## config.mk

```make
export PLATFORM = sky130hd
export DESIGN_NAME = cmp_arbiter
export DESIGN_NICKNAME = d
export VERILOG_FILES = /design/src/rtl/cmp_pkg.sv /design/src/rtl/cmp_arbiter_comparator.sv /design/src/rtl/cmp_arbiter.sv
export SDC_FILE = /design/constraint.sdc
export NUM_CORES = 1
export LEC_CHECK = 0
export CAP_MARGIN = 20
export CORE_MARGIN = 5
export CORE_UTILIZATION = 33
export DETAILED_ROUTE_END_ITERATION = 16
export GPL_TIMING_DRIVEN = 0
export HOLD_SLACK_MARGIN = 0.06
export PLACE_DENSITY = 0.88
export SYNTH_ARGS = -nofsm -noshare
export SYNTH_HDL_FRONTEND = slang
export SYNTH_SLANG_ARGS = --single-unit
```

## constraint.sdc

```tcl
create_clock -name clk -period 5.59 [get_ports clk]
set_input_delay 0.8385 -clock clk [delete_from_list [all_inputs] [get_ports clk]]
set_output_delay 0.8385 -clock clk [all_outputs]
set_load 0.03 [all_outputs]
```

## src/rtl/cmp_pkg.sv

```systemverilog
// cmp_pkg: shared funct3 codes, result-source encoding and branch flag-to-result select
package cmp_pkg;
  localparam logic [2:0] BR_BEQ  = 3'b000;
  localparam logic [2:0] BR_BNE  = 3'b001;
  localparam logic [2:0] BR_BLT  = 3'b100;
  localparam logic [2:0] BR_BGE  = 3'b101;
  localparam logic [2:0] BR_BLTU = 3'b110;
  localparam logic [2:0] BR_BGEU = 3'b111;
  localparam logic RES_SRC_BR  = 1'b0;
  localparam logic RES_SRC_SLT = 1'b1;
  function automatic logic br_illegal(input logic [2:0] op);
    return op == 3'b010 || op == 3'b011;
  endfunction
  function automatic logic br_taken(input logic [2:0] op, input logic zero, input logic neg, input logic negu);
    return op == BR_BEQ  ? zero  :
           op == BR_BNE  ? !zero :
           op == BR_BLT  ? neg   :
           op == BR_BGE  ? !neg  :
           op == BR_BLTU ? negu  :
           op == BR_BGEU ? !negu : 1'b0;
  endfunction
endpackage

```

## src/rtl/cmp_arbiter_comparator.sv

```systemverilog
// comparator: equality, signed and unsigned less-than flags of two operands
module comparator #(
  parameter int W = 64
) (
  input  logic [W-1:0] a,
  input  logic [W-1:0] b,
  output logic         zero,
  output logic         neg,
  output logic         negu
);
  assign zero = a == b;
  assign neg  = $signed(a) < $signed(b);
  assign negu = a < b;
endmodule

```

## src/rtl/cmp_arbiter.sv

```systemverilog
// cmp_arbiter: round-robin sharing of one comparator between branch and slt requesters with a registered result stage
module cmp_arbiter
  import cmp_pkg::*;
#(
  parameter int BUS_WIDTH = 64,
  parameter int TAG_W     = 5
) (
  input  logic                 clk,
  input  logic                 rst,
  input  logic                 flush,
  input  logic                 br_valid,
  output logic                 br_ready,
  input  logic [BUS_WIDTH-1:0] br_in1,
  input  logic [BUS_WIDTH-1:0] br_in2,
  input  logic [2:0]           br_op,
  input  logic [TAG_W-1:0]     br_tag,
  input  logic                 slt_valid,
  output logic                 slt_ready,
  input  logic [BUS_WIDTH-1:0] slt_in1,
  input  logic [BUS_WIDTH-1:0] slt_in2,
  input  logic                 slt_unsigned,
  input  logic [TAG_W-1:0]     slt_tag,
  output logic                 res_valid,
  input  logic                 res_ready,
  output logic                 res_src,
  output logic [TAG_W-1:0]     res_tag,
  output logic                 res_bit,
  output logic                 res_zero,
  output logic                 res_neg,
  output logic                 res_negu,
  output logic                 res_illegal
);
  typedef enum logic {EMPTY, FULL} state_t;
  state_t state;
  logic last_grant, gnt_br, gnt_slt, can_accept, hs, zero, neg, negu;
  logic [BUS_WIDTH-1:0] a, b;
  always_comb begin
    can_accept = state == EMPTY || res_ready;
    gnt_br     = br_valid && !flush && (!slt_valid || last_grant == RES_SRC_SLT);
    gnt_slt    = slt_valid && !gnt_br;
    br_ready   = gnt_br && can_accept;
    slt_ready  = gnt_slt && can_accept;
    hs         = br_ready || slt_ready;
    a          = gnt_slt ? slt_in1 : br_in1;
    b          = gnt_slt ? slt_in2 : br_in2;
  end
  comparator #(.W(BUS_WIDTH)) u_cmp (.a(a), .b(b), .zero(zero), .neg(neg), .negu(negu));
  assign res_valid = state == FULL;
  always_ff @(posedge clk) begin
    if (rst) begin
      state       <= EMPTY;
      last_grant  <= RES_SRC_SLT;
      res_src     <= 1'b0;
      res_tag     <= '0;
      res_bit     <= 1'b0;
      res_zero    <= 1'b0;
      res_neg     <= 1'b0;
      res_negu    <= 1'b0;
      res_illegal <= 1'b0;
    end else if (hs) begin
      state       <= FULL;
      last_grant  <= gnt_slt;
      res_src     <= gnt_slt ? RES_SRC_SLT : RES_SRC_BR;
      res_tag     <= gnt_slt ? slt_tag : br_tag;
      res_bit     <= gnt_slt ? (slt_unsigned ? negu : neg) : br_taken(br_op, zero, neg, negu);
      res_zero    <= zero;
      res_neg     <= neg;
      res_negu    <= negu;
      res_illegal <= !gnt_slt && br_illegal(br_op);
    end else if (state == FULL && (res_ready || (flush && res_src == RES_SRC_BR))) begin
      state <= EMPTY;
    end
  end
endmodule

```

==> impl_results.md, run 1 <==
* Comb pwr share at 0.748
* Syn_nets at 724
* Top cells by area, synth: ha_1 23%, mux2i_1 20%, mux2_2 16%, dfxtp_1 7.6%, a21oi_1 4.8%
* Die width at 112 um
* Maximum VDD drop at 0.0000813 V
* Slew Viols, Final at 0
* Synth Area in XOR/XNOR at 0.0128
* Maxcap violations at 0
* Area of the multi-input gates at 0.00311 mm2
* RSZ-0062 raised after global routing: false
* Fraction of registers with async set or reset after synthesis at 0
* Clock power frac at 0.111
* Fin Hold WS at 0.468 ns
* Mux contribution to synthesized area at 0.411
* H-tree depth at 1
* Ys flop type: dfxtp_1
* Rows at 37
* Final Hold Vio Count at 0
* Cell with the most instances after synthesis: mux2i_1
* Routed WL per cell at 18.4 um
* Post-synth top area share at 0.233
* Worst EP required at 5.77 ns
* Sequential element share of the synthesized area at 0.0758
* Vias in the first global route at 4709
* Router iterations before antenna repair at 4
* Final wirelength at 14900 um
* Crit end category: flop
* Pleak at 2.70 nW
* CTS root buffer: clkbuf_8
* IO Pins at 290
* Starting Density at 0.336
* Core area at 0.0102 mm2
* GR Util All Layers at 0.222
* Crit path cell chain: clkdlybuf4s50_1, nor2b_1, a21boi_1, clkbuf_2, clkbuf_1, mux2_2, ha_1, nand4_1, nor4_4, nand4_1, a31oi_1, nor4_4, xnor2_1, a211o_1, o21ai_1
* Avg Cell Area, Syn at 8.94 um2
* Die Footprint at 0.0125 mm2
* Mapped cell area at 0.00343 mm2
* Biggest cell delay along the critical path at 0.56 ns
* Number of diodes at 0
* TritonCTS clock tree: built
* Flop pwr share at 0.141
* Post-Synth Simple-Gate Area at 0.126
* Share of cells above drive strength 1 at 0.100
* Top delay family on crit path: buffers and inverters
* Synth Register Bits at 13
* Outcome: finished, final reports clean
* Min cycle time layout at 5.00 ns
* Setup Skew at 0.00345 ns
* Fillers at 796
* ANT nets after route at 0
* Gr ovfl total at 0
* Total CTS buffers at 3
* Crit path buf inv count at 3
* Synth area leader: ha_1
* GP Congestion at 0.915
* Post-synth EDFFs at 0
* Detailed Route Iter0 Violations at 101
* Critical path peak fanout at 10
* Hold_buf cts at 0
* Synth Area in Adders at 0.233
* Routed vias at 4205
* Yosys warns at 0
* Compound-Gate Fraction of Synth Area at 0.116
* Largest family of logic cells by synthesized area: multiplexers
* Bufs on Longest Clock Path at 2
* Slowest cell on the critical path: clkbuf_1
* Setup-failing EPs final at 0
* Sink Count at 13
* Top post-synthesis cells by count: 69 x mux2i_1, 64 x ha_1, 50 x mux2_2, 33 x a21oi_1, 27 x nand2_1
* Crit path DAT at 5.19 ns
* Clock slew at reported path FFs at 0.06 ns
* PwrDens at 115 mW/mm2
* Crit start category: input pin
* Sequential Area at 260 um2
* Period utilization at 0.895
* Crit Path Class: input pin to flop
* P_int at 0.490 mW
* Vias per std cell at 5.17
* Worst slew pin tran at 0.785 ns
* Fmax at 200 MHz
* Post-synthesis cell type count at 37
* # port buffers at 289
* Post-CTS resize count at 2
* Initial antenna violation count at 0
* Largest net degree at the start of global routing at 11
* Die H at 112 um
* Post-Synthesis Cells at 384
* Final instance area at 0.00657 mm2
* Layout Nets at 1018
* Sw Ratio at 0.353
* Global-route wire length before repair at 22900 um
* Area added between synthesis and finish at 91.3%
* DRC viols at 0
* Post-CTS Setup Repair Bufs at 0
* Clock Latency Late Sink at 0.24 ns
* Net Sw Power at 0.267 mW
* Hpwl dp at 13200 um
* Worst min-delay path category: flop to flop
* Max transition margin at 0.477
* Cell Area, Placed at 0.00650 mm2
==> per-stage QoR <==
step | utilization | setup WS, ns | power (mW) | TNS, ns | cells
2_1_floorplan | - | 1.41 | 0.386 | 0 | 384
3_3_place_gp | 0.635 | -0.261 | 0.652 | -0.324 | 809
3_5_place_dp | 0.635 | -0.296 | 0.671 | -0.409 | 809
4_1_cts | 0.640 | 0.00676 | 0.760 | 0 | 813
5_1_grt | 0.642 | 0.244 | 0.817 | 0 | 813
6_report | 0.642 | 0.585 | 0.757 | 0 | 813
==> placed cells by master (no fill, tap or decap), drive strengths merged <==
| cell | n |
|---|---|
| clkbuf | 14 |
| o211a | 1 |
| inv | 4 |
| nand3b | 2 |
| nor4 | 3 |
| nor3 | 3 |
| nor4b | 1 |
| buf | 7 |
| nand3 | 7 |
| a31oi | 2 |
| dfxtp | 13 |
| nand2 | 27 |
| xnor2 | 5 |
| a211o | 1 |
| mux2i | 69 |
| o21ai | 13 |
| a21o | 4 |
| mux2 | 64 |
| nor2 | 14 |
| o211ai | 1 |
| nor2b | 3 |
| o22ai | 1 |
| a21oi | 33 |
| a21boi | 1 |
| and4 | 4 |
| nand4 | 12 |
| clkdlybuf4s50 | 289 |
| nand2b | 4 |
| a221oi | 4 |
| nor4bb | 1 |
| ha | 64 |
| a211oi | 6 |
==> metal layers <==
metal  vias up  wire, um  global-route usage
li1       2061         -                   -
met1      1927      5640               0.240
met2       195      7840               0.435
met3        22      1210              0.0543
met4         0       238              0.0465
met5         -         0                   0
==> sequential cells by signal, summed over array words and instances (netlist names) <==
| register | cells |
|---|---|
| last_grant | 1 |
| res_bit | 1 |
| res_illegal | 1 |
| res_neg | 1 |
| res_negu | 1 |
| res_src | 1 |
| res_tag | 5 |
| res_valid | 1 |
| res_zero | 1 |
==> cell families after synthesis <==
logic type,Yosys count
XOR/XNOR,5
AO/OA/AOI/OAI,67
flip-flops,13
adder cells (fa/ha/maj),64
multiplexers,133
buffers and inverters,21
AND/OR/NAND/NOR,81
==> power groups by stage <==
| stage | Sequential [mW] | Combinational, mW | Clock, mW |
|---|---|---|---|
| global route | 0.108 | 0.620 | 0.0892 |
| CTS | 0.107 | 0.567 | 0.0864 |
| floorplan | 0.125 | 0.261 | 0 |
| finish | 0.107 | 0.566 | 0.0843 |
| global placement | 0.108 | 0.544 | 0 |
| detailed placement | 0.109 | 0.563 | 0 |
==> worst paths after layout <==
path | from | endpoint | slack [ns] | cells past startpoint
setup / recovery | flush | res_bit | 0.59 | 15
hold / removal | res_neg | res_neg | 0.47 | 2
setup reg to reg | last_grant | res_bit | 1.44 | 13
hold reg to reg | res_neg | res_neg | 0.47 | 2
==> final cells by class <==
cell class	count	share of cell area
Buffer	17	0.0116
Clock buffer	4	0.00686
Inverter	4	0.00229
Multi-Input combinational cell	350	0.473
Sequential cell	13	0.0396
Tap cell	136	0.0259
Timing Repair Buffer	289	0.441
==> worst min-delay path, delay by kind of cell (launching register included) <==
| family | cells | cell delay (ns) |
|---|---|---|
| flip-flops | 1 | 0.31 |
| AO/OA/AOI/OAI | 1 | 0.06 |
| AND/OR/NAND/NOR | 1 | 0.06 |
No activity file was read; power rests on OpenSTA's default activity.
==> run 2, diff against run 1 <==
--- a/config.mk
+++ b/config.mk
@@ -11,7 +11,7 @@
 export DETAILED_ROUTE_END_ITERATION = 16
 export GPL_TIMING_DRIVEN = 0
 export HOLD_SLACK_MARGIN = 0.06
-export PLACE_DENSITY = 0.88
+export PLACE_DENSITY = 0.82
 export SYNTH_ARGS = -nofsm -noshare
 export SYNTH_HDL_FRONTEND = slang
 export SYNTH_SLANG_ARGS = --single-unit
==> run 2 against run 1 <==
Compared with the run above: setup slack lost 0.16 ns; critical endpoint unchanged; clock-buffer cell count is 1 lower; largest power group unchanged; via count down 1.9%; clock power shrank 2%; hold slack about the same; utilization decreased by 0.061 points; clock skew up 0.00097 ns.
==> impl_results.md, run 2 (synthesis results as in run 1) <==
* Starting Density at 0.336
* Final instance area at 0.00656 mm2
* Worst flop-to-flop path endpoint: res_bit
* Total CTS buffers at 3
* Crit end category: flop
* Setup Skew at 0.00441 ns
* Slowest cell on the critical path: clkbuf_1
* Most frequent cells in the layout: 289 x clkdlybuf4s50_1, 69 x mux2i_1, 64 x ha_1, 50 x mux2_2, 33 x a21oi_1
* TritonCTS clock tree: built
* R2r setup slk at 1.29 ns
* Area added between synthesis and finish at 91.1%
* Final Hold Vio Count at 0
* Rows at 37
* RSZ-0062 raised after global routing: false
* IO Pins at 290
* Setup-failing EPs final at 0
* Sink Count at 13
* Fmax at 194 MHz
* Largest register by flop count: res_tag
* Crit path DAT at 5.34 ns
* Share of cells above drive strength 1 at 0.0975
* Max transition margin at 0.499
* DRC viols at 0
* Largest net degree at the start of global routing at 11
* Reg-to-reg startpoint: last_grant
* Vias in the first global route at 4563
* PwrDens at 114 mW/mm2
* Pre-CTS setup slack at -0.236 ns
* Layout Nets at 1018
* Final wirelength at 14900 um
* Crit path buf inv count at 3
* Most common cell after layout, fill and taps aside: clkdlybuf4s50_1
* Max reg flops at 5
* HP Start: res_neg
* Biggest cell delay along the critical path at 0.60 ns
* CTS root buffer: clkbuf_8
* Initial antenna violation count at 0
* GP Congestion at 0.926
* Detailed Route Iter0 Violations at 102
* Router iterations before antenna repair at 4
* Number of diodes at 0
* Cell Area, Placed at 0.00650 mm2
* Maximum VDD drop at 0.000101 V
* Die width at 112 um
* Worst min-delay path category: flop to flop
* Core area at 0.0102 mm2
* Routed vias at 4126
* Bufs on Longest Clock Path at 2
* Hold Crit Endpoint: res_neg
* Crit Path Class: input pin to flop
* Outcome: finished, final reports clean
* Slew Viols, Final at 0
* Clock Latency Late Sink at 0.24 ns
* Global-route wire length before repair at 22900 um
* Crit path cell chain: clkdlybuf4s50_1, nor2b_1, a21boi_1, clkbuf_1, clkbuf_1, mux2_2, ha_1, nand4_1, nor3_1, nand4_1, a31oi_1, nor4_4, xnor2_1, a211o_1, o21ai_1
* GR Util All Layers at 0.223
* Clock slew at reported path FFs at 0.06 ns
* Post-CTS Setup Repair Bufs at 0
* Period utilization at 0.924
* Vias per std cell at 5.08
* Worst slew pin tran at 0.752 ns
* Final WS setup at 0.426 ns
* # port buffers at 289
* Die H at 112 um
* Top delay family on crit path: buffers and inverters
* Gr ovfl total at 0
* H-tree depth at 1
* Final Power at 0.750 mW
* Maxcap violations at 0
* Min cycle time layout at 5.16 ns
* Pleak at 2.69 nW
* Hold Crit Depth at 2
* Register-to-Register Path Depth at 13
* Critical path peak fanout at 10
* ANT nets after route at 0
* Routed WL per cell at 18.4 um
* Worst EP required at 5.77 ns
* Hpwl dp at 13300 um
* Crit start category: input pin
* Die Footprint at 0.0125 mm2
[run 2: cell types whose count changed in the layout (fill, tap and decap cells not counted), sizes merged]
cell,delta
clkbuf,-1
clkinv,+1
[run 2: area by class of cell]
type	instances	area, um2
Buffer	17	73.8
Fill cell	848	3670
Clock inverter	1	5.00
Multi-Input combinational cell	350	3100
Clock buffer	3	41.3
Sequential cell	13	260
Tap cell	136	170
Timing Repair Buffer	289	2890
Inverter	4	15.0
[run 2: stage by stage]
stage	util	setup TNS (ns)	std cells	hold WS (ns)
floorplan	-	0	384	0.444
global placement	0.635	-0.138	809	0.449
detailed placement	0.635	-0.268	809	0.461
CTS	0.640	0	813	0.469
global route	0.641	0	813	0.508
finish	0.641	0	813	0.469
[run 2: timing repair]
action | 4_1_cts | 5_1_grt
setup endpoints to repair | 1 | 1
gates resized for setup | 2 | 3
cloned | 0 | 0
hold buffers | 0 | 0
[run 2: how the worst max path moves through the flow]
stage             start      end  slack, ns  cells after the start
2_1_floorplan  br_valid  res_bit       1.41                     15
3_3_place_gp      flush  res_bit      -0.14                     16
3_5_place_dp      flush  res_bit      -0.24                     16
4_1_cts           flush  res_bit       0.07                     16
5_1_grt           flush  res_bit       0.07                     15
6_report          flush  res_bit       0.43                     15
[run 2: worst reg2reg max path: cells and delay by family (launching register included)]
family                     cells  cell delay [ns]
muxes                          1             0.41
DFF                            1             0.31
buffers and inverters          2             1.06
xor gates and xnor gates       1             0.17
and+or+nand+nor                4             1.02
AOI/OAI and AO/OA              4             0.95
adders and majority gates      1             0.31
[run 2: power by group]
part           switching, mW  internal [mW]
Combinational          0.224          0.337
Sequential           0.00501          0.102
Clock                 0.0332         0.0492
Total                  0.262          0.488
[run 2: layer usage]
metal	track usage	wire length, um	vias to the layer above
met4	0.0313	162	0
met5	0	0	-
met2	0.440	7820	187
met1	0.243	5830	1857
li1	-	-	2070
met3	0.0549	1120	12
